==> src/rtl/present_pkg.sv <==
// present_pkg: shared definitions for the serial PRESENT substitution layer.
//   - SBOX_FWD / SBOX_INV : 16x4 forward and inverse S-box tables
//   - fsm_state_e         : controller state encoding (IDLE/RUN/DONE)
//   - nbeats()            : cycles needed to substitute one full state
package present_pkg;

  typedef enum logic [1:0] {
    ST_IDLE = 2'd0,
    ST_RUN  = 2'd1,
    ST_DONE = 2'd2
  } fsm_state_e;

  // Packed tables: element [n] is S(n). The literals are written from entry 15
  // down to entry 0 because packed concatenation places the first item highest.
  localparam logic [15:0][3:0] SBOX_FWD = {
    4'h2, 4'h1, 4'h7, 4'h4, 4'h8, 4'hF, 4'hE, 4'h3,
    4'hD, 4'hA, 4'h0, 4'h9, 4'hB, 4'h6, 4'h5, 4'hC
  };

  localparam logic [15:0][3:0] SBOX_INV = {
    4'hA, 4'h9, 4'h7, 4'h0, 4'h3, 4'h6, 4'h4, 4'hB,
    4'hD, 4'h2, 4'h1, 4'hC, 4'h8, 4'hF, 4'hE, 4'h5
  };

  // Number of beats to walk every nibble of the state through the lanes.
  function automatic int nbeats(input int state_w, input int lanes);
    return state_w / (4 * lanes);
  endfunction

endpackage

==> src/rtl/present_sbox_dual.sv <==
// present_sbox_dual: one combinational PRESENT S-box lane.
//   inv_i : 1 = inverse S-box, 0 = forward S-box
//   nib_i : 4-bit input nibble
//   nib_o : 4-bit substituted nibble
// When inv_i is tied to a constant 0 the inverse table is optimised away.
module present_sbox_dual
  import present_pkg::*;
(
  input  logic       inv_i,
  input  logic [3:0] nib_i,
  output logic [3:0] nib_o
);

  assign nib_o = inv_i ? SBOX_INV[nib_i] : SBOX_FWD[nib_i];

endmodule

==> src/rtl/present_sbox_layer_serial.sv <==
// present_sbox_layer_serial: area-scalable PRESENT substitution layer.
// A STATE_W-bit state is loaded into a shift register and LANES nibbles are
// substituted per cycle; after STATE_W/(4*LANES) beats every nibble has been
// substituted and rotated back to its original position.
// Ports:
//   clk, rst_n            : clock (rising edge), asynchronous active-low reset
//   in_valid/in_ready     : input handshake, in_data + in_inv taken on transfer
//   out_valid/out_ready   : output handshake, out_data held while stalled
//   busy                  : high while a state is in RUN or DONE
//   dbg_state             : current controller state (fsm_state_e encoding)
// Handshake rule (both sides): a transfer happens on a rising clk edge where
// valid && ready; the producer keeps valid and data stable until that edge,
// and ready never depends combinationally on valid.
module present_sbox_layer_serial
  import present_pkg::*;
#(
  parameter int STATE_W = 64,
  parameter int LANES   = 4,
  parameter int INV_EN  = 1
) (
  input  logic               clk,
  input  logic               rst_n,
  input  logic               in_valid,
  output logic               in_ready,
  input  logic [STATE_W-1:0] in_data,
  input  logic               in_inv,
  output logic               out_valid,
  input  logic               out_ready,
  output logic [STATE_W-1:0] out_data,
  output logic               busy,
  output logic [1:0]         dbg_state
);

  localparam int NBEATS = nbeats(STATE_W, LANES);
  localparam int CW     = (NBEATS > 1) ? $clog2(NBEATS) : 1;
  localparam int LW     = 4 * LANES;
  localparam logic [CW-1:0] LAST_BEAT = CW'(NBEATS - 1);

  if ((STATE_W % 4) != 0) begin : g_bad_width
    $error("STATE_W must be a multiple of 4");
  end
  if (((STATE_W / 4) % LANES) != 0) begin : g_bad_lanes
    $error("LANES must divide the number of nibbles in STATE_W");
  end

  fsm_state_e         state_q, state_d;
  logic [STATE_W-1:0] sreg_q, sreg_d;
  logic [CW-1:0]      cnt_q, cnt_d;
  logic               inv_q, inv_d;
  logic               out_valid_q, out_valid_d;

  logic               inv_eff;
  logic [LW-1:0]      sub_w;
  logic [STATE_W-1:0] shifted_w;

  // With the inverse disabled the lanes see a constant 0 select.
  assign inv_eff = (INV_EN != 0) ? inv_q : 1'b0;

  for (genvar g = 0; g < LANES; g++) begin : g_lane
    present_sbox_dual u_sbox (
      .inv_i (inv_eff),
      .nib_i (sreg_q[4*g +: 4]),
      .nib_o (sub_w[4*g +: 4])
    );
  end

  // Substituted nibbles re-enter at the top so that after NBEATS beats each
  // nibble is back at its original index.
  if (LW < STATE_W) begin : g_shift
    assign shifted_w = {sub_w, sreg_q[STATE_W-1:LW]};
  end else begin : g_noshift
    assign shifted_w = sub_w;
  end

  always_ff @(posedge clk or negedge rst_n) begin
    if (!rst_n) begin
      state_q     <= ST_IDLE;
      sreg_q      <= '0;
      cnt_q       <= '0;
      inv_q       <= 1'b0;
      out_valid_q <= 1'b0;
    end else begin
      state_q     <= state_d;
      sreg_q      <= sreg_d;
      cnt_q       <= cnt_d;
      inv_q       <= inv_d;
      out_valid_q <= out_valid_d;
    end
  end

  always_comb begin
    state_d     = state_q;
    sreg_d      = sreg_q;
    cnt_d       = cnt_q;
    inv_d       = inv_q;
    unique case (state_q)
      ST_IDLE: begin
        if (in_valid) begin
          sreg_d  = in_data;
          inv_d   = (INV_EN != 0) ? in_inv : 1'b0;
          cnt_d   = '0;
          state_d = ST_RUN;
        end
      end
      ST_RUN: begin
        sreg_d = shifted_w;
        cnt_d  = cnt_q + CW'(1);
        if (cnt_q == LAST_BEAT) begin
          state_d = ST_DONE;
        end
      end
      ST_DONE: begin
        if (out_ready) begin
          state_d = ST_IDLE;
        end
      end
      default: begin
        state_d = ST_IDLE;
      end
    endcase
    // out_valid is registered: it follows the state being entered.
    out_valid_d = (state_d == ST_DONE);
  end

  assign in_ready  = (state_q == ST_IDLE);
  assign busy      = (state_q != ST_IDLE);
  assign out_valid = out_valid_q;
  assign out_data  = sreg_q;
  assign dbg_state = state_q;

endmodule

==> config.mk <==
export PLATFORM = sky130hd
export DESIGN_NAME = present_sbox_layer_serial
export DESIGN_NICKNAME = d
export VERILOG_FILES = /design/src/rtl/present_pkg.sv /design/src/rtl/present_sbox_dual.sv /design/src/rtl/present_sbox_layer_serial.sv
export SDC_FILE = /design/constraint.sdc
export NUM_CORES = 1
export LEC_CHECK = 0
export BUFFER_PORTS_ARGS = -buffer_cell sky130_fd_sc_hd__buf_4
export CAP_MARGIN = 25
export CORE_MARGIN = 1
export CORE_UTILIZATION = 40
export CTS_CLUSTER_SIZE = 10
export DETAILED_ROUTE_END_ITERATION = 10
export HOLD_SLACK_MARGIN = 0.1
export PLACE_DENSITY = 0.67
export SLEW_MARGIN = 20
export SYNTH_ARGS = -nofsm -noshare
export SYNTH_HDL_FRONTEND = slang
export SYNTH_SLANG_ARGS = --single-unit
==> constraint.sdc <==
create_clock -name clk -period 1.75 [get_ports clk]
set_input_delay 0.0875 -clock clk [delete_from_list [all_inputs] [get_ports clk]]
set_output_delay 0.0875 -clock clk [all_outputs]
set_load 0.005 [all_outputs]
==> results by group, run 1 <==
Setup path
  – Worst reg2reg path startpoint: out_data[13]
  – CP endpoint: out_data[61]
  – Slack of the worst reg-to-reg path: 0.06 ns
  – Cell at the slowest stage of the critical path: sky130_fd_sc_hd__mux4_2
  – Worst Setup Start Kind: flip-flop
  – Worst Path Buf+Inv: 1
  – Launch point of the critical path: out_data[13]
  – Depth of the critical timing path with buffers and inverters included: 6
  – Arrival time of data at the critical path endpoint: 1.89 ns
  – Critical path's largest stage delay: 0.46 ns
  – CP max FO: 4
  – Required time of the critical path: 1.95 ns
  – Critical Setup Path Class: flip-flop to flip-flop
  – Kind of cell with the highest combined delay on the critical path: multiplexers
  – Worst path cell trace: inv_2, ha_4, nand2_1, o21ai_1, mux4_2, a221o_1
  – End of the worst register-to-register path: out_data[61]
  – Nature of the critical path endpoint: flip-flop
  – Worst reg-to-reg path cell count: 6

Timing
  – Worst-Margin Slew: 0.5270 ns
  – Worst clock skew on the final layout: 0.006992 ns
  – Summed negative setup slack over all endpoints: 0 ns
  – Final critical-path required period: 1.691 ns
  – Count of endpoints failing hold in the final timing report: 0
  – Setup repair after global routing missed its margin: true
  – Worst path setup slack after routing: 0.05906 ns
  – Final Max Slew Viols: 0
  – Final setup violating endpoints: 0
  – Headroom to the max-slew limit: 0.6487
  – Max frequency: 0.5914 GHz
  – Final cycle utilization of the critical path: 0.9663

Final layout
  – Number of antenna cells inserted: 0
  – Fillcell total: 946
  – Layout net count: 800
  – Final core utilization: 0.6167
  – Finished layout cell area: 6803 um^2
  – P&R area growth vs syn: 47.34%
  – Layout cell share with drive strength beyond 1: 0.3027

Floorplanning
  – IO Count: 138
  – Die W: 109.4 um
  – Cell row count: 38
  – Starting Density: 0.4186
  – Overall die area: 11980 um^2
  – Core Footprint: 11030 um^2
  – Vertical die dimension: 109.4 um

Yosys
  – Post-Syn Nets: 604
  – Fraction of registers with async set or reset after synthesis: 1.000
  – Syn Area/Cell: 9.124 um^2
  – Most used flip-flop cell after synthesis: sky130_fd_sc_hd__dfrtp_1
  – Synth cell types: 51
  – Yosys Warn Count: 0
  – Cell taking the most area after synthesis: sky130_fd_sc_hd__dfrtp_1
  – Synth Register Bits: 70
  – Total standard cell area after synthesis: 4617 um^2
  – Biggest area contributors in the synthesized netlist: sky130_fd_sc_hd__dfrtp_1 (38%), sky130_fd_sc_hd__mux2i_1 (11%), sky130_fd_sc_hd__ha_1 (7.9%)
  – Number of enable flip-flop cells after synthesis: 0
  – Count of mapped cells out of synthesis: 506
  – Yosys top cell area share: 0.3794
  – Part of the Yosys area used for sequential elements: 0.3794
  – Leading cell type by number of instances after synthesis: sky130_fd_sc_hd__nand2_1
  – Post-synth top cells: sky130_fd_sc_hd__nand2_1 (81), sky130_fd_sc_hd__dfrtp_1 (70), sky130_fd_sc_hd__mux2i_1 (49), sky130_fd_sc_hd__o21ai_1 (49), sky130_fd_sc_hd__ha_1 (29)

GRT
  – Global routing met2 resource utilization: 0.3971
  – Combined global-route utilization of all metal layers: 0.2394
  – Met3 track demand over resource in global routing: 0.04624
  – Global-route wire length before repair: 22340 um
  – Antenna violations before repair: 0
  – Largest net degree at the start of global routing: 51
  – Overall overflow remaining after global route: 0
  – Via count of the first global-routing pass: 4551
  – Peak-usage layer in the global routing report: met2
  – Met1 Usage GRT: 0.3213

Power and ir drop
  – Static Leakage: 3.116 nW
  – Power density over cell area: 1916 nW/um^2
  – Post-layout total power: 0.01303 W
  – Peak ir drop on the vdd network: 0.9626 mV

Clock tree
  – Number of buffers between clock root and the deepest sink: 2
  – Number of clock sinks seen by CTS: 70
  – Cell chosen for the clock root: sky130_fd_sc_hd__clkbuf_16
  – CTS clk-pin slew, worst paths: 0.06 ns
  – Clock buffers created by TritonCTS: 9
  – TritonCTS clock tree: yes
  – Worst-Skew Late Latency: 0.33 ns
  – H-tree depth: 3

Placement
  – Final weighted congestion in routability-driven placement: 0.8497
  – Sum of net half-perimeters after detailed placement: 9605 um
  – Post-place setup slack: 0.01902 ns
  – DP Area: 5973 um^2
  – Port-buffer cells: 137

Routing
  – Iter 0 DRT Violations: 270
  – DRC violations left: 0
  – Post-DR wirelength/cell: 16.18 um
  – 1st-pass router iterations: 4
  – Routed via count divided by cell count: 5.367
  – Total routed wirelength: 13710 um
  – Via count: 4546
  – Number of routed nets with antenna violations: 0

Min path
  – Worst hold-check path type: input port to flip-flop

Job
  – Reported max-cap violation count: 0

Status
  – Result of the run: complete, no violations
-- cell families (layout without fill, tap and decap cells) --
family	Yosys count	in the layout	synth area share
fa+ha+maj	29	29	0.07859
xor+xnor	2	2	0.003795
mux	57	57	0.1404
simple gates	143	143	0.1355
buf+inv	58	259	0.06368
compound gates	147	147	0.1986
flops	70	70	0.3794
-- worst reg2reg max path: stages (launching register included) --
cell and delay, ns:
sky130_fd_sc_hd__dfrtp_1 0.39, sky130_fd_sc_hd__inv_2 0.10, sky130_fd_sc_hd__ha_4 0.20, sky130_fd_sc_hd__nand2_1 0.05, sky130_fd_sc_hd__o21ai_1 0.06, sky130_fd_sc_hd__mux4_2 0.46
sky130_fd_sc_hd__a221o_1 0.31
-- layout by cell type, fill, tap and decap left out, types with 10 or more instances in the layout --
cell type                       instances
sky130_fd_sc_hd__o22ai_1               10
sky130_fd_sc_hd__mux2i_1               49
sky130_fd_sc_hd__dfrtp_1               66
sky130_fd_sc_hd__nor2_1                28
sky130_fd_sc_hd__a21oi_1               17
sky130_fd_sc_hd__o21ai_0               16
sky130_fd_sc_hd__buf_4                168
sky130_fd_sc_hd__ha_1                  27
sky130_fd_sc_hd__dlygate4sd3_1         54
sky130_fd_sc_hd__nand2_1               81
sky130_fd_sc_hd__o21ai_1               50
-- layer usage --
layer / wire length [um] / vias up
li1: - / 2186
met5: 0 / -
met4: 157 / 0
met2: 6864 / 111
met3: 514 / 17
met1: 6169 / 2232
-- flip-flops by register name, summed over array words and instances, names as in the netlist --
name / flops
cnt_q: 2
dbg_state: 2
inv_eff: 1
out_data: 64
out_valid: 1
-- metrics by stage --
| step | instances | hold slack [ns] |
|---|---|---|
| global placement | 777 | 0.04838 |
| floorplan | 506 | -0.2081 |
| detailed placement | 777 | 0.04739 |
| finish | 847 | 0.1040 |
| CTS | 847 | 0.1020 |
| global route | 847 | 0.1024 |
-- repair_timing --
action / CTS / global route
resized for setup: 0 / 7
buffers inserted: 0 / 0
hold buffers: 54 / 0
endpoints found under the hold margin: 124 / 0
setup endpoints to repair: 0 / 4
-- where the power goes --
group,switching [W],leakage (nW),internal (W)
combinational,0.00393,2.14,0.00403
clock,0.000682,0.132,0.000992
sequential,0.000929,0.845,0.00247
-- layout make-up --
type	instances	area (um^2)	area share
multi-input cells	378	2624	0.3857
repair buffers	228	1922	0.2825
flip-flops and latches	70	1757	0.2582
clock buffers	12	246.5	0.03623
well taps	140	175.2	0.02575
inverters	15	56.30	0.008277
clock inverters	4	22.52	0.003311
-- how the worst min path moves through the flow --
stage / startpoint / end / slack, ns / cells past startpoint
6_report: in_data[7] / out_data[7] / 0.10 / 3
5_1_grt: in_data[7] / out_data[7] / 0.10 / 3
4_1_cts: in_data[63] / out_data[63] / 0.10 / 4
3_5_place_dp: rst_n / out_data[25] / 0.05 / 1
3_3_place_gp: rst_n / out_data[25] / 0.05 / 1
2_1_floorplan: rst_n / cnt_q[0] / -0.21 / 0
Power figures use the tool's default switching activity.
==> inputs of run 2 (changes only) <==
- CORE_MARGIN: 1 -> 2
==> run 2 against run 1 <==
Compared with the run above:
- flip-flop and latch count did not move
- via count fell by 1.6%
- clock skew barely moved
- total power rose by 1.1%
- design area rose by 0.90%
- largest power group unchanged
- non-clock buffer count rose by 5
- critical path depth fell by 1
- critical path type unchanged
- largest cell class unchanged
==> results by group, run 2 (synthesis results as in run 1) <==
Status
  – Result of the run: complete, no violations (unchanged)

Min path
  – Worst hold-check path type: input port to flip-flop (unchanged)

Timing
  – Setup repair after global routing missed its margin: true (unchanged)
  – Final setup violating endpoints: 0 (unchanged)
  – Count of endpoints failing hold in the final timing report: 0 (unchanged)
  – Final critical-path required period: 1.711 ns (was 1.691 ns)
  – Post-Route Hold Slack: 0.1046 ns (was 0.1040 ns)
  – Worst-Margin Slew: 0.4887 ns (was 0.5270 ns)
  – Headroom to the max-slew limit: 0.6742 (was 0.6487)
  – Worst path setup slack after routing: 0.03869 ns (was 0.05906 ns)
  – Worst clock skew on the final layout: 0.007386 ns (was 0.006992 ns)
  – Max frequency: 0.5843 GHz (was 0.5914 GHz)
  – Final cycle utilization of the critical path: 0.9779 (was 0.9663)
  – Final Max Slew Viols: 0 (unchanged)

Setup path
  – Required time of the critical path: 1.96 ns (was 1.95 ns)
  – Arrival time of data at the critical path endpoint: 1.92 ns (was 1.89 ns)
  – CP max FO: 8 (was 4)
  – Critical path's largest stage delay: 0.47 ns (was 0.46 ns)
  – Critical Setup Path Class: flip-flop to flip-flop (unchanged)
  – Kind of cell with the highest combined delay on the critical path: multiplexers (unchanged)
  – Worst Path Buf+Inv: 1 (unchanged)
  – Cell at the slowest stage of the critical path: sky130_fd_sc_hd__mux4_2 (unchanged)
  – Worst Setup Start Kind: flip-flop (unchanged)
  – Worst path cell trace: buf_6, ha_1, mux2i_1, mux4_2, a221o_1 (was inv_2, ha_4, nand2_1, o21ai_1, mux4_2, a221o_1)
  – Nature of the critical path endpoint: flip-flop (unchanged)

Routing
  – Via count: 4473 (was 4546)
  – Detailed-routed wire length on met3: 615 um (was 514 um)
  – DRC violations left: 0 (unchanged)
  – Post-DR wirelength/cell: 16.19 um (was 16.18 um)
  – Iter 0 DRT Violations: 214 (was 270)
  – Met2 wire length: 6925 um (was 6864 um)
  – Top layer in use: met4 (unchanged)
  – Number of routed nets with antenna violations: 0 (unchanged)
  – Routed via count divided by cell count: 5.238 (was 5.367)
  – Routed met1 length: 6100 um (was 6169 um)
  – Total routed wirelength: 13830 um (was 13710 um)
  – 1st-pass router iterations: 4 (unchanged)

Power and ir drop
  – Reg power frac: 0.259 (was 0.261)
  – Switching part of the total power: 0.4202 (was 0.4249)
  – Logic pwr share: 0.612 (was 0.611)
  – Internal Dissipation: 0.007635 W (was 0.007494 W)
  – Power density over cell area: 1919 nW/um^2 (was 1916 nW/um^2)
  – Clock share of power: 0.128 (about the same)
  – Switch Pwr: 0.005534 W (was 0.005537 W)
  – Static Leakage: 3.139 nW (was 3.116 nW)
  – Peak ir drop on the vdd network: 0.7873 mV (was 0.9626 mV)

Placement
  – Port-buffer cells: 137 (unchanged)
  – Post-place setup slack: -0.05299 ns (was 0.01902 ns)
  – Final weighted congestion in routability-driven placement: 0.9205 (was 0.8497)
  – Sum of net half-perimeters after detailed placement: 9386 um (was 9605 um)

Clock tree
  – Number of buffers between clock root and the deepest sink: 2 (unchanged)
  – Cell chosen for the clock root: sky130_fd_sc_hd__clkbuf_16 (unchanged)
  – Clock buffers created by TritonCTS: 9 (unchanged)
  – H-tree depth: 3 (unchanged)
  – Worst-Skew Late Latency: 0.33 ns (about the same)
  – CTS clk-pin slew, worst paths: 0.05 ns (was 0.06 ns)
  – Number of clock sinks seen by CTS: 70 (unchanged)
  – TritonCTS clock tree: yes (unchanged)

Floorplanning
  – Starting Density: 0.4078 (was 0.4186)
  – Cell row count: 39 (was 38)
  – IO Count: 138 (unchanged)
  – Die W: 111.4 um (was 109.4 um)
  – Core Footprint: 11320 um^2 (was 11030 um^2)
  – Overall die area: 12420 um^2 (was 11980 um^2)
  – Vertical die dimension: 111.4 um (was 109.4 um)

Final layout
  – Layout cell share with drive strength beyond 1: 0.3108 (was 0.3027)
  – Area taken by flip-flops and latches: 1759 um^2 (was 1757 um^2)
  – Area occupied by multi-input gates: 2630 um^2 (was 2624 um^2)
  – Highest-count cells in the layout ignoring fill and taps: sky130_fd_sc_hd__buf_4 (170), sky130_fd_sc_hd__nand2_1 (80), sky130_fd_sc_hd__dfrtp_1 (64) (was sky130_fd_sc_hd__buf_4 (168), sky130_fd_sc_hd__nand2_1 (81), sky130_fd_sc_hd__dfrtp_1 (66))
  – Layout net count: 805 (was 800)
  – Number of antenna cells inserted: 0 (unchanged)
  – Most common library cell in the layout ignoring fill and taps: sky130_fd_sc_hd__buf_4 (unchanged)
  – P&R area growth vs syn: 48.67% (was 47.34%)
  – Max FFs per register: 64 (unchanged)
  – Fillcell total: 969 (was 946)

GRT
  – Combined global-route utilization of all metal layers: 0.2232 (was 0.2394)
  – Antenna violations before repair: 0 (unchanged)
  – Via count of the first global-routing pass: 4542 (was 4551)
  – Overall overflow remaining after global route: 0 (unchanged)
  – Largest net degree at the start of global routing: 43 (was 51)
  – Global-route wire length before repair: 22830 um (was 22340 um)

Job
  – Reported max-cap violation count: 0 (unchanged)
[run 2: cell types whose count changed in the layout (fill, tap and decap cells not counted), sizes merged]
cell,delta
buf,+3
clkbuf,+2
clkinv,-2
clkinvlp,-1
dlygate4sd3,+2
[run 2: stage by stage]
stage                     power (W)   TNS (ns)  instance area, um^2  std cells  utilization
after global placement      0.01092          0                 5962        778       0.5266
after floorplan            0.008132   -0.01335                 4654        506            -
after detailed placement    0.01110   -0.05299                 5962        778       0.5266
after global routing        0.01426  -0.002836                 6864        854       0.6063
after CTS                   0.01297          0                 6799        850       0.6006
final                       0.01317          0                 6864        854       0.6063
[run 2: path summary, 6_finish.rpt]
check                           slack, ns    startpoint  cells past startpoint           end
worst max-delay path                 0.04  out_data[12]                      5  out_data[61]
worst min-delay path                 0.10   in_data[55]                      4  out_data[55]
worst max register to register       0.04  out_data[12]                      5  out_data[61]
worst min register to register       0.50      cnt_q[0]                      1      cnt_q[0]
max in group asynchronous            0.92         rst_n                      3       inv_eff
min in group asynchronous            0.27         rst_n                      2  out_data[61]
[run 2: final cells by class]
type / instances / area share
Inverter: 15 / 0.008567
Multi-Input combinational cell: 378 / 0.3832
Sequential cell: 70 / 0.2563
Tap cell: 143 / 0.02607
Clock inverter: 1 / 0.0007291
Timing Repair Buffer: 233 / 0.2867
Clock buffer: 14 / 0.03846
[run 2: worst reg2reg max path, cell delays in order (launching register included)]
cell and delay (ns):
sky130_fd_sc_hd__dfrtp_2 0.39, sky130_fd_sc_hd__buf_6 0.14, sky130_fd_sc_hd__ha_1 0.19, sky130_fd_sc_hd__mux2i_1 0.10, sky130_fd_sc_hd__mux4_2 0.47, sky130_fd_sc_hd__a221o_1 0.31
[run 2: what timing repair did]
action,in CTS,in global routing
endpoints found under the setup margin,1,6
cloned,0,0
pin swaps,1,1
gates resized for setup,1,13
hold buffers,56,0
buffers inserted,1,4
hold endpoints to repair,90,0
[run 2: power by group through the flow]
stage	clock [W]	combinational [W]	sequential, W
2_1_floorplan	0	0.00495	0.00318
3_3_place_gp	0	0.00754	0.00338
6_report	0.00169	0.00806	0.00342
3_5_place_dp	0	0.00770	0.00339
5_1_grt	0.00179	0.00894	0.00354
4_1_cts	0.00172	0.00786	0.00339
[run 2: routing by layer]
metal  GRT usage  vias up
li1            -     2194
met1      0.2900     2146
met2      0.3772      113
met3     0.04845       20
met4     0.06420        0
met5           0        -
==> inputs of run 3 (changes only) <==
- PLACE_DENSITY: 0.67 -> 0.66
- SYNTH_HIERARCHICAL: unset -> 1
==> run 3 against run 2 <==
Compared with the run above:
- the run now ends with negative setup slack left
- wire length grew 0.40%
- fmax shrank 5.2%
- die area grew 10%
- clock power grew 16%
- count of clock-buffer cells in the layout shrank 1
- design area grew 1.4%
==> results by group, run 3 <==
Setup path
  – End of the worst register-to-register path: out_data[50] (was out_data[61])
  – Nature of the critical path endpoint: flip-flop (unchanged)
  – Worst reg-to-reg path cell count: 5 (unchanged)
  – Required time of the critical path: 1.98 ns (was 1.96 ns)
  – Worst reg2reg path startpoint: out_data[0] (was out_data[12])
  – CP max FO: 5 (was 8)
  – Worst Setup Start Kind: flip-flop (unchanged)
  – Launch point of the critical path: out_data[0] (was out_data[12])
  – Slack of the worst reg-to-reg path: -0.06 ns (was 0.04 ns)
  – Critical Setup Path Class: flip-flop to flip-flop (unchanged)
  – Arrival time of data at the critical path endpoint: 2.03 ns (was 1.92 ns)
  – CP endpoint: out_data[50] (was out_data[61])

Clock tree
  – Cell chosen for the clock root: sky130_fd_sc_hd__clkbuf_16 (unchanged)
  – H-tree depth: 3 (unchanged)
  – CTS clk-pin slew, worst paths: 0.06 ns (was 0.05 ns)
  – Number of clock sinks seen by CTS: 70 (unchanged)
  – Clock buffers created by TritonCTS: 9 (unchanged)
  – Worst-Skew Late Latency: 0.33 ns (about the same)
  – TritonCTS clock tree: yes (unchanged)
  – Number of buffers between clock root and the deepest sink: 2 (unchanged)

Timing
  – Worst-Margin Slew: 0.5031 ns (was 0.4887 ns)
  – Post-Route Hold Slack: 0.1059 ns (was 0.1046 ns)
  – Count of endpoints failing hold in the final timing report: 0 (unchanged)
  – Final cycle utilization of the critical path: 1.032 (was 0.9779)
  – Worst path setup slack after routing: -0.05567 ns (was 0.03869 ns)
  – Max frequency: 0.5538 GHz (was 0.5843 GHz)
  – Worst clock skew on the final layout: 0.003695 ns (was 0.007386 ns)
  – Final setup violating endpoints: 6 (was 0)
  – Final critical-path required period: 1.806 ns (was 1.711 ns)
  – Final Max Slew Viols: 0 (unchanged)
  – Setup repair after global routing missed its margin: true (unchanged)
  – Headroom to the max-slew limit: 0.6646 (was 0.6742)

Status
  – Violations in the final reports: negative setup slack
  – Result of the run: finished with violations (was complete, no violations)

Yosys
  – Syn Area/Cell: 11.48 um^2 (was 9.124 um^2)
  – Yosys Warn Count: 6 (was 0)
  – Post-Syn Nets: 542 (was 604)
  – Number of enable flip-flop cells after synthesis: 0 (unchanged)
  – Yosys top cell area share: 0.3437 (was 0.3794)
  – Count of mapped cells out of synthesis: 444 (was 506)
  – Synth cell types: 31 (was 51)
  – Part of the Yosys area used for sequential elements: 0.3437 (was 0.3794)
  – Fraction of registers with async set or reset after synthesis: 1.000 (unchanged)
  – Leading cell type by number of instances after synthesis: sky130_fd_sc_hd__dfrtp_1 (was sky130_fd_sc_hd__nand2_1)
  – Total standard cell area after synthesis: 5096 um^2 (was 4617 um^2)
  – Most used flip-flop cell after synthesis: sky130_fd_sc_hd__dfrtp_1 (unchanged)
  – Post-synth top cells: sky130_fd_sc_hd__dfrtp_1 (70), sky130_fd_sc_hd__o221a_2 (64), sky130_fd_sc_hd__or4b_1 (64) (was sky130_fd_sc_hd__nand2_1 (81), sky130_fd_sc_hd__dfrtp_1 (70), sky130_fd_sc_hd__mux2i_1 (49), sky130_fd_sc_hd__o21ai_1 (49), sky130_fd_sc_hd__ha_1 (29))
  – Cell taking the most area after synthesis: sky130_fd_sc_hd__dfrtp_1 (unchanged)
  – Biggest area contributors in the synthesized netlist: sky130_fd_sc_hd__dfrtp_1 (34%), sky130_fd_sc_hd__o221a_2 (14%), sky130_fd_sc_hd__or4b_1 (13%) (was sky130_fd_sc_hd__dfrtp_1 (38%), sky130_fd_sc_hd__mux2i_1 (11%), sky130_fd_sc_hd__ha_1 (7.9%))
  – Synth Register Bits: 70 (unchanged)

Power and ir drop
  – Static Leakage: 2.966 nW (was 3.139 nW)
  – Peak ir drop on the vdd network: 0.7335 mV (was 0.7873 mV)
  – Power density over cell area: 2027 nW/um^2 (was 1919 nW/um^2)

Placement
  – Final weighted congestion in routability-driven placement: 0.9104 (was 0.9205)
  – Post-place setup slack: -0.06084 ns (was -0.05299 ns)
  – Sum of net half-perimeters after detailed placement: 9182 um (was 9386 um)
  – Cells after DPL: 700 (was 778)
  – Port-buffer cells: 137 (unchanged)

GRT
  – Combined global-route utilization of all metal layers: 0.2055 (was 0.2232)
  – Antenna violations before repair: 0 (unchanged)
  – Via count of the first global-routing pass: 4231 (was 4542)
  – Overall overflow remaining after global route: 0 (unchanged)
  – Largest net degree at the start of global routing: 52 (was 43)
  – Global-route wire length before repair: 22080 um (was 22830 um)

Floorplanning
  – Core Footprint: 12520 um^2 (was 11320 um^2)
  – IO Count: 138 (unchanged)
  – Overall die area: 13660 um^2 (was 12420 um^2)
  – Die W: 116.9 um (was 111.4 um)
  – Cell row count: 41 (was 39)
  – Vertical die dimension: 116.9 um (was 111.4 um)
  – Starting Density: 0.4071 (was 0.4078)

Routing
  – Routed via count divided by cell count: 5.638 (was 5.238)
  – Via count: 4200 (was 4473)
  – Post-DR wirelength/cell: 18.64 um (was 16.19 um)
  – Total routed wirelength: 13890 um (was 13830 um)
  – Iter 0 DRT Violations: 291 (was 214)
  – 1st-pass router iterations: 4 (unchanged)
  – DRC violations left: 0 (unchanged)
  – Number of routed nets with antenna violations: 0 (unchanged)

Min path
  – Cell count of the worst hold path: 3 (was 4)
  – Worst hold-check path type: input port to flip-flop (unchanged)

Final layout
  – Layout cell share with drive strength beyond 1: 0.5742 (was 0.3108)
  – Max FFs per register: 64 (unchanged)
  – Layout net count: 666 (was 805)
  – Number of antenna cells inserted: 0 (unchanged)
  – Final Instance Count excl. Fillers: 745 (was 854)
  – P&R area growth vs syn: 36.61% (was 48.67%)
  – Most common library cell in the layout ignoring fill and taps: sky130_fd_sc_hd__buf_4 (unchanged)
  – Highest-count cells in the layout ignoring fill and taps: sky130_fd_sc_hd__buf_4 (173), sky130_fd_sc_hd__or4b_1 (64), sky130_fd_sc_hd__dfrtp_1 (59) (was sky130_fd_sc_hd__buf_4 (170), sky130_fd_sc_hd__nand2_1 (80), sky130_fd_sc_hd__dfrtp_1 (64))

Job
  – Reported max-cap violation count: 0 (unchanged)
[run 3: cell types whose count changed after synthesis, moves of 10 or more]
cell / before / now
sky130_fd_sc_hd__a21oi_1: 17 / 5
sky130_fd_sc_hd__buf_4: 6 / 57
sky130_fd_sc_hd__mux2i_1: 49 / 9
sky130_fd_sc_hd__nand2_1: 81 / 16
sky130_fd_sc_hd__nor2_1: 28 / 13
sky130_fd_sc_hd__o21ai_1: 49 / 4
sky130_fd_sc_hd__o221a_2: 0 / 64
sky130_fd_sc_hd__o22ai_1: 10 / 0
sky130_fd_sc_hd__or4b_1: 0 / 64
[run 3: worst min path at each step]
stage,start,end,slack [ns]
floorplan,rst_n,cnt_q[0],-0.21
global placement,rst_n,out_data[26],0.03
detailed placement,rst_n,out_data[41],0.03
CTS,in_data[16],out_data[16],0.10
global route,in_data[43],out_data[43],0.11
finish,in_data[16],out_data[16],0.11
[run 3: layout make-up]
type,count,area [um^2]
repair buffers,206,1730
flip-flops and latches,70,1765
clock buffers,13,280.3
fillers,1103,5555
clock inverters,3,40.04
multi-input cells,267,2858
inverters,14,72.57
well taps,172,215.2
[run 3: what timing repair did]
item	4_1_cts	5_1_grt
pin swaps	6	12
setup endpoints to repair	13	16
buffers inserted	10	4
resized for setup	28	37
hold endpoints to repair	85	0
cloned	0	0
hold buffers	15	0
[run 3: kinds of logic (layout without fill, tap and decap cells)]
| kind of cell | after synthesis | in the layout | share of synthesized area |
|---|---|---|---|
| flops | 70 | 70 | 0.3437 |
| compound gates | 109 | 109 | 0.2026 |
| mux | 22 | 22 | 0.07587 |
| buf+inv | 107 | 236 | 0.1422 |
| simple gates | 107 | 107 | 0.1645 |
| fa+ha+maj | 29 | 29 | 0.07120 |
[run 3: worst max-delay path, stage by stage, from the launching register on]
cell	delay, ns
sky130_fd_sc_hd__dfrtp_2	0.45
sky130_fd_sc_hd__buf_4	0.15
sky130_fd_sc_hd__ha_1	0.18
sky130_fd_sc_hd__o21a_1	0.18
sky130_fd_sc_hd__mux4_2	0.47
sky130_fd_sc_hd__o221a_4	0.26
[run 3: layer usage]
layer	global-route usage	part of all wire
met5	0	0
met2	0.3341	0.48
met1	0.2770	0.45
met4	0.05725	0.014
met3	0.04634	0.053
[run 3: where the power goes]
part | internal [W] | switching [W] | leakage, nW
clock network | 0.00125 | 0.000706 | 0.162
logic | 0.00505 | 0.00361 | 2.04
registers | 0.00247 | 0.00101 | 0.765
total | 0.00878 | 0.00533 | 2.97
[run 3: through the flow]
step	power (W)	cell area, um^2	setup TNS (ns)	util
after floorplan	0.008909	5167	-0.07706	-
after global placement	0.01094	6157	-0.01011	0.4919
after detailed placement	0.01117	6157	-0.3000	0.4919
after CTS	0.01356	6766	-0.1180	0.5406
after global routing	0.01512	6962	-0.7593	0.5562
final	0.01411	6962	-0.2017	0.5562
